--- config.mk ---
export PLATFORM = sky130hd
export DESIGN_NAME = ps2_host
export DESIGN_NICKNAME = d
export VERILOG_FILES = /design/src/rtl/ps2_host.sv
export SDC_FILE = /design/constraint.sdc
export NUM_CORES = 1
export LEC_CHECK = 0
export BUFFER_PORTS_ARGS = -buffer_cell sky130_fd_sc_hd__buf_4
export CAP_MARGIN = 20
export CORE_UTILIZATION = 46
export DETAILED_ROUTE_END_ITERATION = 10
export PLACE_DENSITY_LB_ADDON = 0.12
export SYNTH_ARGS = -nofsm -noshare
export SYNTH_HDL_FRONTEND = slang
export SYNTH_SLANG_ARGS = --single-unit
--- constraint.sdc ---
create_clock -name clk -period 4 [get_ports clk]
set_input_delay 0.6 -clock clk [delete_from_list [all_inputs] [get_ports clk]]
set_output_delay 0.6 -clock clk [all_outputs]
set_load 0.02 [all_outputs]
--- src/rtl/ps2_host.sv ---
// PS/2 host transceiver: debounced clock, rx FIFO, tx with retry, watchdog.
// Pads live outside; this block only drives the open-drain output enables.
module ps2_host #(
  parameter int CLK_HZ      = 25_125_000,
  parameter int FIFO_DEPTH  = 8,
  parameter int DEBOUNCE    = 5,
  parameter int MAX_RETRIES = 3,
  parameter int TIMEOUT_US  = 2000
) (
  input  logic       clk,
  input  logic       reset,
  input  logic       ps2_clk_i,
  input  logic       ps2_data_i,
  output logic       ps2_clk_oe,
  output logic       ps2_data_oe,
  input  logic       tx_valid,
  input  logic [7:0] tx_data,
  output logic       tx_ready,
  output logic       tx_done,
  output logic       tx_error,
  output logic       rx_valid,
  output logic [7:0] rx_data,
  input  logic       rx_ready,
  output logic       rx_err,
  output logic       rx_overflow,
  output logic       busy
);
  localparam int T100 = (CLK_HZ + 9_999) / 10_000;
  localparam int T20  = (CLK_HZ + 49_999) / 50_000;
  localparam longint TWD_L =
    (longint'(CLK_HZ) * longint'(TIMEOUT_US) + 64'd999_999)
    / 64'd1_000_000;
  localparam int TWD = int'(TWD_L);
  localparam int TMW = $clog2(T100) + 1;
  localparam int WDW = $clog2(TWD) + 1;
  localparam int RW  = $clog2(MAX_RETRIES + 1) + 1;
  localparam int AW  = $clog2(FIFO_DEPTH);
  localparam int CW  = AW + 1;

  typedef enum logic [2:0] {
    IDLE, RX, INHIBIT, REQ, TXB, ACK, WAIT
  } state_t;

  state_t state, state_n;

  logic [DEBOUNCE-1:0] hist;
  logic lvl, clk_lo, clk_hi, fall, rise;

  assign clk_lo = ~|hist;
  assign clk_hi = &hist;
  assign fall   = lvl & clk_lo;
  assign rise   = ~lvl & clk_hi;

  always_ff @(posedge clk or posedge reset) begin
    if (reset) begin
      hist <= '1;
      lvl  <= 1'b1;
    end else begin
      hist <= {hist[DEBOUNCE-2:0], ps2_clk_i};
      if (fall)      lvl <= 1'b0;
      else if (rise) lvl <= 1'b1;
    end
  end

  logic [TMW-1:0] tmr, tmr_n;
  logic [WDW-1:0] wd, wd_n;
  logic [RW-1:0]  retry, retry_n;
  logic [3:0]     bitcnt, bitcnt_n;
  logic [9:0]     sh, sh_n;
  logic clk_oe_n, data_oe_n;
  logic done_n, txerr_n, rxerr_n, ovf_n;
  logic push, pop, full, frame_ok, wd_on;

  assign frame_ok = ~sh[0] & ps2_data_i & (^sh[9:1]);
  assign wd_on    = state inside {RX, TXB, ACK, WAIT};
  assign tx_ready = (state == IDLE) && !clk_lo;
  assign busy     = state != IDLE;

  always_comb begin
    state_n   = state;
    tmr_n     = tmr;
    wd_n      = '0;
    retry_n   = retry;
    bitcnt_n  = bitcnt;
    sh_n      = sh;
    clk_oe_n  = ps2_clk_oe;
    data_oe_n = ps2_data_oe;
    done_n    = 1'b0;
    txerr_n   = 1'b0;
    rxerr_n   = 1'b0;
    ovf_n     = 1'b0;
    push      = 1'b0;
    if (wd_on && !fall && !rise) wd_n = wd + 1'b1;
    unique case (state)
      IDLE: begin
        if (clk_lo) begin
          state_n  = RX;
          bitcnt_n = '0;
          if (fall) begin
            sh_n     = {ps2_data_i, sh[9:1]};
            bitcnt_n = 4'd1;
          end
        end else if (tx_valid) begin
          sh_n     = {1'b1, ~^tx_data, tx_data};
          retry_n  = '0;
          tmr_n    = '0;
          clk_oe_n = 1'b1;
          state_n  = INHIBIT;
        end
      end
      RX: begin
        if (fall) begin
          if (bitcnt == 4'd10) begin
            state_n = WAIT;
            if (!frame_ok)        rxerr_n = 1'b1;
            else if (full && !pop) ovf_n  = 1'b1;
            else                   push   = 1'b1;
          end else begin
            sh_n     = {ps2_data_i, sh[9:1]};
            bitcnt_n = bitcnt + 4'd1;
          end
        end
      end
      INHIBIT: begin
        if (tmr == TMW'(T100 - 1)) begin
          tmr_n     = '0;
          data_oe_n = 1'b1;
          state_n   = REQ;
        end else begin
          tmr_n = tmr + 1'b1;
        end
      end
      REQ: begin
        if (tmr == TMW'(T20 - 1)) begin
          clk_oe_n = 1'b0;
          bitcnt_n = '0;
          state_n  = TXB;
        end else begin
          tmr_n = tmr + 1'b1;
        end
      end
      TXB: begin
        // rotate so the frame is intact again for a retry
        if (fall) begin
          data_oe_n = ~sh[0];
          sh_n      = {sh[0], sh[9:1]};
          bitcnt_n  = bitcnt + 4'd1;
          if (bitcnt == 4'd9) state_n = ACK;
        end
      end
      ACK: begin
        if (fall) begin
          if (!ps2_data_i) begin
            done_n  = 1'b1;
            state_n = WAIT;
          end else if (retry < RW'(MAX_RETRIES)) begin
            retry_n  = retry + 1'b1;
            tmr_n    = '0;
            clk_oe_n = 1'b1;
            state_n  = INHIBIT;
          end else begin
            txerr_n = 1'b1;
            state_n = WAIT;
          end
        end
      end
      WAIT: if (clk_hi) state_n = IDLE;
      default: state_n = IDLE;
    endcase
    if (wd_on && !fall && !rise && wd == WDW'(TWD - 1)) begin
      state_n   = IDLE;
      clk_oe_n  = 1'b0;
      data_oe_n = 1'b0;
      push      = 1'b0;
      rxerr_n   = state == RX;
      txerr_n   = state inside {TXB, ACK};
    end
  end

  always_ff @(posedge clk or posedge reset) begin
    if (reset) begin
      state       <= IDLE;
      tmr         <= '0;
      wd          <= '0;
      retry       <= '0;
      bitcnt      <= '0;
      sh          <= '0;
      ps2_clk_oe  <= 1'b0;
      ps2_data_oe <= 1'b0;
      tx_done     <= 1'b0;
      tx_error    <= 1'b0;
      rx_err      <= 1'b0;
      rx_overflow <= 1'b0;
    end else begin
      state       <= state_n;
      tmr         <= tmr_n;
      wd          <= wd_n;
      retry       <= retry_n;
      bitcnt      <= bitcnt_n;
      sh          <= sh_n;
      ps2_clk_oe  <= clk_oe_n;
      ps2_data_oe <= data_oe_n;
      tx_done     <= done_n;
      tx_error    <= txerr_n;
      rx_err      <= rxerr_n;
      rx_overflow <= ovf_n;
    end
  end

  logic [7:0]    mem [FIFO_DEPTH];
  logic [AW-1:0] wptr, rptr, rptr_n;
  logic [CW-1:0] count, count_n;
  logic [7:0]    head_n;

  assign pop     = rx_valid & rx_ready;
  assign full    = count == CW'(FIFO_DEPTH);
  assign rptr_n  = rptr + AW'(pop);
  assign count_n = count + CW'(push) - CW'(pop);
  // head bypass: the slot being written this cycle is the next head
  assign head_n  = (push && rptr_n == wptr) ? sh[8:1] : mem[rptr_n];

  always_ff @(posedge clk) begin
    if (push) mem[wptr] <= sh[8:1];
  end

  always_ff @(posedge clk or posedge reset) begin
    if (reset) begin
      wptr     <= '0;
      rptr     <= '0;
      count    <= '0;
      rx_valid <= 1'b0;
      rx_data  <= '0;
    end else begin
      wptr     <= wptr + AW'(push);
      rptr     <= rptr_n;
      count    <= count_n;
      rx_valid <= count_n != '0;
      rx_data  <= head_n;
    end
  end
endmodule

==> Word level (Yosys, flattened, before mapping) <==
Memory sizes are Yosys's and may differ from the RTL's. A register that Yosys moved wholly into a read port is not among the register bits.
Index checks and enable logic that the tools add are counted.
{ "word_totals": {"register_bits": 73, "ram_bits": 64, "in_bits": 14, "out_inout_bits": 17, "word_cells": 188, "mem_count": 1} }
{ "mem_list": {"columns": ["memory", "depth", "word_bits", "rd", "rd_ports_with_merged_regs", "wr", "line_no", "text"], "rows": [
  ["mem", 8, 8, 1, 1, 1, "210", "logic [7:0] mem [FIFO_DEPTH];"]
]} }
{ "op_classes": {"n_addsub": 8, "n_lt_le_gt_ge": 1, "eq_ne": 38, "mux": 83, "n_bitwise": 7, "reduce_logical": 32} }
{ "op_table": {"columns": ["operator", "count"], "rows": [
  ["2-to-1 mux 13 bit", 7],
  ["2-to-1 mux 10 bit", 6],
  ["2-to-1 mux 3 bit", 18],
  ["case mux 13 bit (4 select lines)", 1],
  ["2-to-1 mux 1 bit", 39],
  ["inequality test 3 bit, second input constant", 11],
  ["case mux 10 bit (3 select lines)", 1],
  ["inequality test 2 bit, second input constant", 11],
  ["case mux 3 bit (7 select lines)", 1],
  ["2-to-1 mux 4 bit", 5],
  ["nonzero test 4 bit", 5],
  ["AND reduction 6 bit", 3],
  ["adder 17 x 1 -> 17 bit, second input constant", 1],
  ["== test 17 x 16 -> 1 bit, second input constant", 1],
  ["2-to-1 mux 17 bit", 1],
  ["case mux 4 bit (4 select lines)", 1],
  ["AND reduction 7 bit", 2],
  ["adder 13 x 1 -> 13 bit, second input constant", 1],
  ["== test 13 x 12 -> 1 bit, second input constant", 1],
  ["== test 13 x 9 -> 1 bit, second input constant", 1],
  ["== test 4 bit, second input constant", 3],
  ["== test 3 bit, second input constant", 3],
  ["inequality test 3 x 2 -> 1 bit, second input constant", 3],
  ["AND reduction 9 bit", 1],
  ["24 further kinds", 42]
]} }

==> Depth between registers and ports, before layout <==
{ "logic_depth": {"ltp_word": 12, "depth_mapped": 10, "mapped_depth_nobuf": 10} }

==> Least setup slack after synthesis <==
OpenSTA, ideal clock, no wires.
{ "synth_timing": {"path_kind": "input -> register", "startpoint": "input port rx_ready", "endpoint": "register rx_data[0] (read register of mem)", "setup_time_ns": 0.128, "t_arrival_ns": 2.812, "required_time_ns": 3.872, "path_slack_ns": 1.060, "cell_stages": 8, "n_path_buf": 2, "path_cell_list": "nand2_1 > inv_1 > ha_1 > clkbuf_1 > buf_2 > mux4_2 > mux2_2 > mux2_1"} }
{ "synth_between": {"elab_chain_cells": 2} }
{ "synth_rtl": {"columns": ["element", "line_no", "text"], "rows": [
  ["from (decl)", "23", "input logic rx_ready,"],
  ["AND 1 bit", "215", "assign pop = rx_valid & rx_ready;"],
  ["adder 3 x 1 -> 3 bit", "217", "assign rptr_n = rptr + AW'(pop);"],
  ["via rptr_n[0]", "211", "logic [AW-1:0] wptr, rptr, rptr_n;"],
  ["to (decl)", "22", "output logic [7:0] rx_data,"]
]} }
The timed path passes the listed nets, and every way through them passes these cells.
A chain may end at the register's enable or synchronous reset.

==> Worst setup path after layout <==
{ "layout_timing": {"startpoint": "register state[0]", "endpoint": "register rx_valid"} }
{ "layout_between": {"elab_chain_cells": 9, "word_cells_on_any_way": 13, "classes_between": "add/sub: 2; eq/ne: 4; mux: 2; reduce/logical: 5"} }
{ "layout_rtl": {"columns": ["element", "line_no", "text"], "rows": [
  ["from (decl)", "44", "state_t state, state_n;"],
  ["from (signal assigned)", "195", "state <= state_n;"],
  ["== test 3 x 1 -> 1 bit / == test 3 bit (equally long branches)", "75, 94", null],
  ["nonzero test 4 bit", "75", "assign wd_on = state inside {RX, TXB, ACK, WAIT};"],
  ["logical AND 1 bit (3 in series)", "170", "if (wd_on && !fall && !rise && wd == WDW'(TWD - 1)) begin"],
  ["2-to-1 mux 1 bit *", "170", null],
  ["adder 4 x 1 -> 4 bit *", "218", "assign count_n = count + CW'(push) - CW'(pop);"],
  ["subtractor 4 x 1 -> 4 bit *", "218", null],
  ["via count_n[1]", "212", "logic [CW-1:0] count, count_n;"],
  ["nonzero test 4 bit *", "237", "rx_valid <= count_n != '0;"],
  ["to (signal assigned)", "231", "rx_valid <= 1'b0;"],
  ["to (signal assigned)", "237", null],
  ["to (decl)", "21", "output logic rx_valid,"]
]} }
Mark *: on every way through the listed nets, which the timed path passes. The rest lies on a longest branch.

==> flow_metrics.py <==
metrics = {
    "logic_synthesis": {
        "postSynthCellCount": 544,
        "syn-cell-area_mm2": 0.00686,
        "count_of_flip_flops_with_a_built_in_enable_after_synthesis": 64,
        "yosys_register_bits": 145,
        "dominant_synthesized_flop_cell": "sky130_fd_sc_hd__dfrtp_1",
        "yosys_cell_types": 64,
        "synth_seq_area_share": 0.577,
        "synthesis.yosys.warnings": 0,
        "syn_avg_cell_area_um2": 12.6,
        "synth_async_sr_flop_share": 0.559,
        "synth.net_count": 577,
    },
    "cts": {
        "clkTransAtPathRegs_ns": 0.06,
        "number_of_setup_buffers_added_after_cts": 0,
        "cts_resized": 0,
        "depth_of_the_cts_h_tree": 4,
        "clk-insertion-delay-late_ns": 0.42,
        "clock_path_buffers": 2,
        "clkSinkCount": 145,
        "cts-root-buf": "sky130_fd_sc_hd__clkbuf_16",
        "cts-buffers-inserted": 17,
        "tritoncts_clock_tree": "yes",
        "cts_hold_repair.buffers": 0,
    },
    "finish": {
        "n_fill_cell": 1245,
        "multi_input_area_mm2": 0.00275,
        "antenna-diode-count": 0,
        "most_common_cell_after_layout_fill_and_taps_aside": "sky130_fd_sc_hd__dfrtp_1",
        "finalCoreUtilization": 0.543,
        "count_of_nets_after_finishing": 623,
        "regArea_mm2": 0.00396,
        "layout.cells.most_common_list": "sky130_fd_sc_hd__dfrtp_1, sky130_fd_sc_hd__edfxtp_1, sky130_fd_sc_hd__nor2_1",
        "post_route_cells_drive_above_1_share": 0.202,
        "areaGrowthSynthToFinish_pct": 15.1,
    },
    "drt": {
        "wl_per_cell_um": 18.2,
        "drtIter0Drc": 224,
        "drt.antenna.violating_nets": 0,
        "routed_wl_um": 14300,
        "detailroute.via_count": 4396,
        "detail_route.vias_per_cell": 5.59,
        "drt-pass1-iter-count": 6,
        "drt_drc_violations_left": 0,
    },
    "timing": {
        "finalWorstPathRequiredPeriod_ns": 3.22,
        "timing.max_slew.rel_slack": 0.470,
        "final_worst_path_setup_slack_ns": 0.776,
        "setup_violations": 0,
        "skew_ns": 0.00663,
        "tightest_slew_ns": 0.785,
        "unrepaired_setup_endpoints_after_global_routing": "false",
        "slew_viol_final": 0,
        "max_clock_freq_ghz": 0.310,
        "period_utilisation_layout": 0.806,
        "timing.setup.tns_ns": 0,
        "finalHoldViolCount": 0,
    },
    "die": {
        "design.portCount": 31,
        "die_area_mm2": 0.0154,
        "die-width_um": 124,
        "die_y_um": 124,
        "fp-row-count": 44,
        "floorplan.core_area_mm2": 0.0145,
        "starting_density": 0.472,
    },
    "job": {
        "max_cap_check_violation_count": 0,
    },
    "status": {
        "status": "completed",
    },
    "worst_setup_path": {
        "type_of_element_launching_the_critical_path": "flip-flop",
        "cp.arrival_ns": 3.51,
        "critPathKind": "flip-flop to flip-flop",
        "timing.critical_path.to_type": "flip-flop",
        "path_max_fanout": 19,
        "timing.critical_path.required_ns": 4.28,
    },
    "power": {
        "worst_ir_drop_vdd_mv": 0.402,
        "p_per_area_mw_per_mm2": 487,
        "total_leakage_power_nw": 3.39,
    },
    "placed_design": {
        "gp_congestion": 0.847,
        "port-buffer-count": 30,
        "dpl.hpwl_um": 9640,
        "pre_cts_ws_ns": 0.841,
    },
    "global_routing": {
        "grt_first_pass_wirelength_um": 23500,
        "antenna_found_initial": 0,
        "grt-ovfl-total": 0,
        "grtUsageTotal": 0.208,
        "via_count_of_the_first_global_routing_pass": 4460,
        "grt_max_degree": 34,
    },
    "worst_hold_path": {
        "hp-class": "input pin to asynchronous set/reset pin",
    },
}
worst max-delay path: stages (launching register included):
cell and delay (ns):
sky130_fd_sc_hd__dfrtp_1 0.73, sky130_fd_sc_hd__nor2b_1 0.37, sky130_fd_sc_hd__and2_1 0.20, sky130_fd_sc_hd__and3_1 0.18
sky130_fd_sc_hd__and4bb_2 0.33, sky130_fd_sc_hd__ha_1 0.19, sky130_fd_sc_hd__inv_1 0.06, sky130_fd_sc_hd__fa_1 0.47
sky130_fd_sc_hd__inv_1 0.04, sky130_fd_sc_hd__or4_1 0.51
metrics by stage:
step / hold WS, ns / instance area, um^2 / power [W] / instances
floorplan: 0.372 / 6860 / 0.00224 / 544
global placement: 0.383 / 7340 / 0.00241 / 755
detailed placement: 0.387 / 7340 / 0.00244 / 755
CTS: 0.192 / 7890 / 0.00390 / 787
global route: 0.223 / 7890 / 0.00404 / 787
finish: 0.192 / 7890 / 0.00384 / 787
per-layer routing:
metal | part of all wire | wire (um) | global-route usage
met3 | 0.039 | 565 | 0.0508
met5 | 0 | 0 | 0
met4 | 0.0087 | 125 | 0.0796
met1 | 0.46 | 6570 | 0.267
met2 | 0.49 | 7070 | 0.338
worst paths after layout:
kind / startpoint / endpoint / slack [ns] / depth (start not counted)
worst max-delay path: state[0] / rx_valid / 0.78 / 9
worst min-delay path: reset / tmr[2] / 0.19 / 2
worst max register to register: state[0] / rx_valid / 0.78 / 9
worst min register to register: hist[2] / hist[3] / 0.40 / 0
max in group asynchronous: reset / rptr[2] / 2.99 / 3
min in group clk: ps2_clk_i / hist[0] / 0.29 / 1
cells by family (layout without fill, tap and decap cells):
kind of cell	after synthesis	after routing	share of synthesized area
AO/OA/AOI/OAI	85	85	0.0839
XOR/XNOR	36	36	0.0480
adder cells (fa/ha/maj)	19	19	0.0358
buffers and inverters	36	95	0.0221
flip-flops	145	145	0.577
multiplexers	43	43	0.0953
AND/OR/NAND/NOR	180	180	0.138
state kept, by name (all words and copies together) (netlist names):
signal       cells
rx_data          8
ps2_data_oe      1
bitcnt           4
rx_err           1
ps2_clk_oe       1
hist             5
rptr             3
tx_done          1
state            3
rx_overflow      1
retry            3
rx_valid         1
lvl              1
wd              17
wptr             3
count            4
mem             64
sh              10
tx_error         1
tmr             13
report_power, final:
part           internal (W)  switching (W)
sequential          0.00164      0.0000824
clock              0.000813       0.000632
combinational      0.000297       0.000375
total               0.00275        0.00109
synth_stat cells (9+ instances only):
cell type,number,share of area
sky130_fd_sc_hd__mux2i_1,9,0.013
sky130_fd_sc_hd__xor2_1,13,0.017
sky130_fd_sc_hd__ha_1,18,0.033
sky130_fd_sc_hd__inv_1,18,0.0099
sky130_fd_sc_hd__a21oi_1,10,0.0073
sky130_fd_sc_hd__nand2b_1,9,0.0082
sky130_fd_sc_hd__nand2_1,39,0.021
sky130_fd_sc_hd__o21ai_0,39,0.028
sky130_fd_sc_hd__mux4_2,16,0.053
sky130_fd_sc_hd__nor3_1,11,0.0080
sky130_fd_sc_hd__nand3_1,17,0.012
sky130_fd_sc_hd__nor2_1,53,0.029
sky130_fd_sc_hd__mux2_2,10,0.016
sky130_fd_sc_hd__nor2b_1,9,0.0082
sky130_fd_sc_hd__edfxtp_1,64,0.28
sky130_fd_sc_hd__dfrtp_1,75,0.27
sky130_fd_sc_hd__xnor2_1,22,0.028
cell type report:
class,count,area share
Timing Repair Buffer,45,0.0428
Clock inverter,14,0.0136
Inverter,18,0.00872
Multi-Input combinational cell,363,0.348
Clock buffer,18,0.0557
Sequential cell,145,0.502
Tap cell,184,0.0292
Note: power is estimated with default switching activity, not from simulation.
